[config.mk]
export PLATFORM = sky130hd
export DESIGN_NAME = regfile_writeback
export DESIGN_NICKNAME = d
export VERILOG_FILES = /design/src/rtl/regfile_writeback.sv
export SDC_FILE = /design/constraint.sdc
export NUM_CORES = 1
export LEC_CHECK = 0
export ABC_AREA = 1
export ABC_CLOCK_PERIOD_IN_PS = 4700
export CAP_MARGIN = 40
export CORE_ASPECT_RATIO = 2
export CORE_MARGIN = 5
export CORE_UTILIZATION = 50
export DETAILED_ROUTE_END_ITERATION = 10
export PLACE_DENSITY_LB_ADDON = 0.05
export SYNTH_ARGS = -nofsm -noshare
export SYNTH_HDL_FRONTEND = slang
export SYNTH_SLANG_ARGS = --single-unit
[constraint.sdc]
create_clock -name clk -period 4.7 [get_ports clk]
set_input_delay 1.175 -clock clk [delete_from_list [all_inputs] [get_ports clk]]
set_output_delay 1.175 -clock clk [all_outputs]
set_load 0.03 [all_outputs]
[src/rtl/regfile_writeback.sv]
// Register-file writeback arbiter: single-cycle ALU results win over a FIFO of long-latency
// results, plus a busy scoreboard. Optional forwarding port enabled by WB_FORWARD_EN.
module regfile_writeback #(
    parameter int unsigned FIFO_DEPTH = 4
) (
    input  logic        clk,
    input  logic        reset,
    input  logic        a_valid,
    input  logic [4:0]  a_rd,
    input  logic [31:0] a_data,
    input  logic        b_valid,
    output logic        b_ready,
    input  logic [4:0]  b_rd,
    input  logic [31:0] b_data,
    input  logic        issue_valid,
    input  logic [4:0]  issue_rd,
    output logic [31:0] busy,
    output logic        rf_write_enable,
    output logic [4:0]  rf_write_address,
    output logic [31:0] rf_write_data
`ifdef WB_FORWARD_EN
    ,
    input  logic [4:0]  fwd_address,
    output logic        fwd_hit,
    output logic [31:0] fwd_data
`endif
);

    localparam int unsigned PtrW = (FIFO_DEPTH > 1) ? $clog2(FIFO_DEPTH) : 1;
    localparam logic [PtrW:0] DepthCnt = (PtrW + 1)'(FIFO_DEPTH);

    logic [4:0]  fifo_rd_q   [FIFO_DEPTH];
    logic [31:0] fifo_data_q [FIFO_DEPTH];

    logic [PtrW-1:0] wr_ptr_q, wr_ptr_d;
    logic [PtrW-1:0] rd_ptr_q, rd_ptr_d;
    logic [PtrW:0]   count_q, count_d;
    logic [31:0]     busy_q, busy_d;
    logic            we_q, we_d;
    logic [4:0]      wa_q, wa_d;
    logic [31:0]     wd_q, wd_d;

    logic        a_sel, push, pop;
    logic [4:0]  head_rd;
    logic [31:0] head_data;
    logic [31:0] set_mask, clr_mask;

    // b_ready looks only at registered occupancy, so a same-cycle pop cannot raise it.
    assign b_ready = (count_q < DepthCnt);

    always_comb begin
        a_sel     = a_valid && (a_rd != 5'd0);
        push      = b_valid && b_ready;
        pop       = !a_sel && (count_q != '0);
        head_rd   = fifo_rd_q[rd_ptr_q];
        head_data = fifo_data_q[rd_ptr_q];

        we_d = 1'b0;
        wa_d = wa_q;
        wd_d = wd_q;
        if (a_sel) begin
            we_d = 1'b1;
            wa_d = a_rd;
            wd_d = a_data;
        end else if (pop && (head_rd != 5'd0)) begin
            we_d = 1'b1;
            wa_d = head_rd;
            wd_d = head_data;
        end

        wr_ptr_d = push ? wr_ptr_q + PtrW'(1) : wr_ptr_q;
        rd_ptr_d = pop ? rd_ptr_q + PtrW'(1) : rd_ptr_q;
        count_d  = count_q;
        unique case ({push, pop})
            2'b10:   count_d = count_q + (PtrW + 1)'(1);
            2'b01:   count_d = count_q - (PtrW + 1)'(1);
            default: count_d = count_q;
        endcase

        // Set is applied after clear so a simultaneous reserve wins.
        set_mask = '0;
        clr_mask = '0;
        if (issue_valid && (issue_rd != 5'd0)) set_mask[issue_rd] = 1'b1;
        if (pop && (head_rd != 5'd0)) clr_mask[head_rd] = 1'b1;
        busy_d    = (busy_q & ~clr_mask) | set_mask;
        busy_d[0] = 1'b0;
    end

    always_ff @(posedge clk) begin
        if (push) begin
            fifo_rd_q[wr_ptr_q]   <= b_rd;
            fifo_data_q[wr_ptr_q] <= b_data;
        end
    end

    always_ff @(posedge clk) begin
        if (reset) begin
            wr_ptr_q <= '0;
            rd_ptr_q <= '0;
            count_q  <= '0;
            busy_q   <= '0;
            we_q     <= 1'b0;
            wa_q     <= '0;
            wd_q     <= '0;
        end else begin
            wr_ptr_q <= wr_ptr_d;
            rd_ptr_q <= rd_ptr_d;
            count_q  <= count_d;
            busy_q   <= busy_d;
            we_q     <= we_d;
            wa_q     <= wa_d;
            wd_q     <= wd_d;
        end
    end

    assign busy             = busy_q;
    assign rf_write_enable  = we_q;
    assign rf_write_address = wa_q;
    assign rf_write_data    = wd_q;

`ifdef WB_FORWARD_EN
    assign fwd_hit  = we_q && (fwd_address != 5'd0) && (wa_q == fwd_address);
    assign fwd_data = wd_q;
`endif

endmodule

==> metrics.yaml <==
fin_tns_setup_ns: 0
synth_xor_area_share_pct: 0
die_y_um: 204
path_cells: "clkdlybuf4s50_1 > nor3_1 > nand2_1 > nand2_2 > inv_2 > nor2_4 > buf_4 > ha_1 > inv_1 > fa_1 > a21oi_1 > o21ai_0 > o21ai_0 > a21oi_1"
clk-insertion-delay-late_ns: 0.51
arrival_ns: 3.94
globalRoute.totalOverflow: 0
rsz0062_at_grt: "no"
core_um2: 18700
final_antenna_net_count: 0
crit_type: "in -> reg"
syn_area_um2: 9410
path_clk_slew_ns: 0.07
cts_tree: "yes"
finalCriticalPeriod_ns: 3.56
diodes: 0
drtIter0Drc: 464
min_path_type: "reg -> reg"
worst_slew_pin_slew_ns: 0.858
p_leak_nw: 4.39
ys_top_cells_by_area: "edfxtp_1, dfxtp_1, nand2_1"
remaining_drc_errors: 0
post-cts-setup-buffers: 0
layout-drive-gt1-share_pct: 5.59
setup_violations: 0
outcome: "finished clean"
cts_resized: 0
seqCellArea_um2: 6010
hold_viol_final: 0
vias_per_cell: 5.45
grt_max_degree: 75
yosysSeqAreaShare_pct: 63.8
syn_nets: 1070
maxSlewHeadroom_pct: 42.6
grt_usage_pct: 22.3
clock_sinks: 226
postCtsHoldBufs: 0
ios: 155
grt_pass1_wl_mm: 38.0
slew_viol_final: 0
wire_per_inst_um: 18.1
clock_path_buffers: 3
required_ns: 5.08
row_count: 71
synth_compound_area_share_pct: 8.81
grt_pass1_vias: 7144
crit_path_max_incr_delay_ns: 0.42
end_kind: "flip-flop"
final_common_cell: "nand2_1"
placed_cell_area_um2: 11100
synth-seq-cells: 226
post-route-period-util_pct: 75.8
maxCapViolCount: 0
final_cell_mix: "nand2_1, nor2_1, clkdlybuf4s50_1"
synth.distinct_cells: 27
antenna_found_initial: 0
die_x_um: 107
peakVddDrop_mv: 0.341
synth_largest_area_cell: "edfxtp_1"
start_util_pct: 50.5
routed_wl_mm: 24.4
crit_fanout: 44
dr.pass1.iters: 5
hpwl_mm: 15.8
die_area_um2: 21800
globalplace.congestion: 0.831
power.density_nw_per_um2: 502
synth.area.mux_share_pct: 0
crit_path_start_kind: "primary input"
dp_cells: 1310
final_cells: 1346
finalClockSkew_ns: 0.0131
synth_area_per_cell_um2: 9.61
nFillCells: 1550
fmax_mhz: 281
path_buf_inv: 4
yosys_warnings: 0
ctsRootBufferMaster: "clkbuf_16"
fin_nets: 1203
min_from: "busy[10]$_SDFF_PP0_"
synth_top_area_share_pct: 47.2
numCtsBuffers: 20
path_delay_family: "buffers and inverters"
synthCells: 980
synth_fa_ha_area_share_pct: 0.877
synth_top_family_by_area: "simple AND/OR/NAND/NOR gates"
syn2layout_area_growth_pct: 25.5
synth_simple_gate_area_share_pct: 22.6
cpMaxStageDelayCell: "clkdlybuf4s50_1"
crit_start: "a_rd[2]"
io_buffers: 153
multi_input_area_um2: 3090
ctsHtreeMaxLevel: 1
fin_area_um2: 11800
vias: 7335
[worst min-delay path, cell delays in order, from the launching register on]
cell	delay, ns
dfxtp_1	0.31
nand2_1	0.06
a21oi_1	0.05
[routing by layer]
metal  vias up  global-route usage (%)  wire length, um
li1       3589                       -                -
met1      3453                    25.0             9100
met2       240                    42.2            13300
met3        53                    3.29             1360
met4         0                    7.59              675
met5         -                       0                0
[kinds of logic after synthesis]
| kind of cell | count (synthesis) |
|---|---|
| buffers and inverters | 85 |
| other | 1 |
| AO/OA/AOI/OAI | 157 |
| AND/OR/NAND/NOR | 505 |
| flip-flops | 226 |
| adder cells (fa/ha/maj) | 6 |
[flip-flops by register name, summed over array words and instances, names as in the netlist, named ones only]
name	cells
rf_write_enable	1
rd_ptr_q	2
count_q	3
fifo_data_q	128
rf_write_data	32
busy	31
fifo_rd_q	20
wr_ptr_q	2
rf_write_address	5
[power by group]
part	total [mW]	switching (mW)	internal (mW)
Clock	1.75	0.733	1.02
Combinational	1.73	1.17	0.561
Sequential	2.46	0.0831	2.37
Total	5.94	1.99	3.95
[cell usage after synthesis, drive strengths merged]
cell type,instances
nor2,175
edfxtp,148
conb,1
nand3,46
nand4,3
clkbuf,37
nor4,3
buf,19
nand2,238
o21ai,86
a21oi,39
clkinv,1
o22ai,32
dfxtp,78
fa,1
inv,28
nand3b,37
ha,5
nor3,3
[cell type report]
class	count	area share, %
repair buffers	167	13.8
multi-input cells	669	26.1
clock buffers	24	4.71
well taps	219	2.32
inverters	29	0.921
flip-flops and latches	226	50.8
clock inverters	12	1.25
[through the flow]
stage                     hold WS, ns  util, %  setup slack, ns  power [mW]
after CTS                       0.464     63.3             1.18        5.98
final                           0.461     63.3             1.14        5.94
after global routing            0.480     63.3            0.813        6.25
after floorplan                 0.437        -             1.35        3.62
after global placement          0.447     59.6            0.675        4.20
after detailed placement        0.453     59.6            0.679        4.23
[final timing paths]
path / cells past startpoint / slack [ns] / endpoint
hold / removal: 2 / 0.46 / busy[10]$_SDFF_PP0_
setup reg to reg: 11 / 1.61 / rf_write_data[0]$_SDFFE_PP0P_
hold reg to reg: 2 / 0.46 / busy[10]$_SDFF_PP0_
setup / recovery: 14 / 1.14 / count_q[2]$_SDFFE_PP0P_
Power figures use the tool's default switching activity.
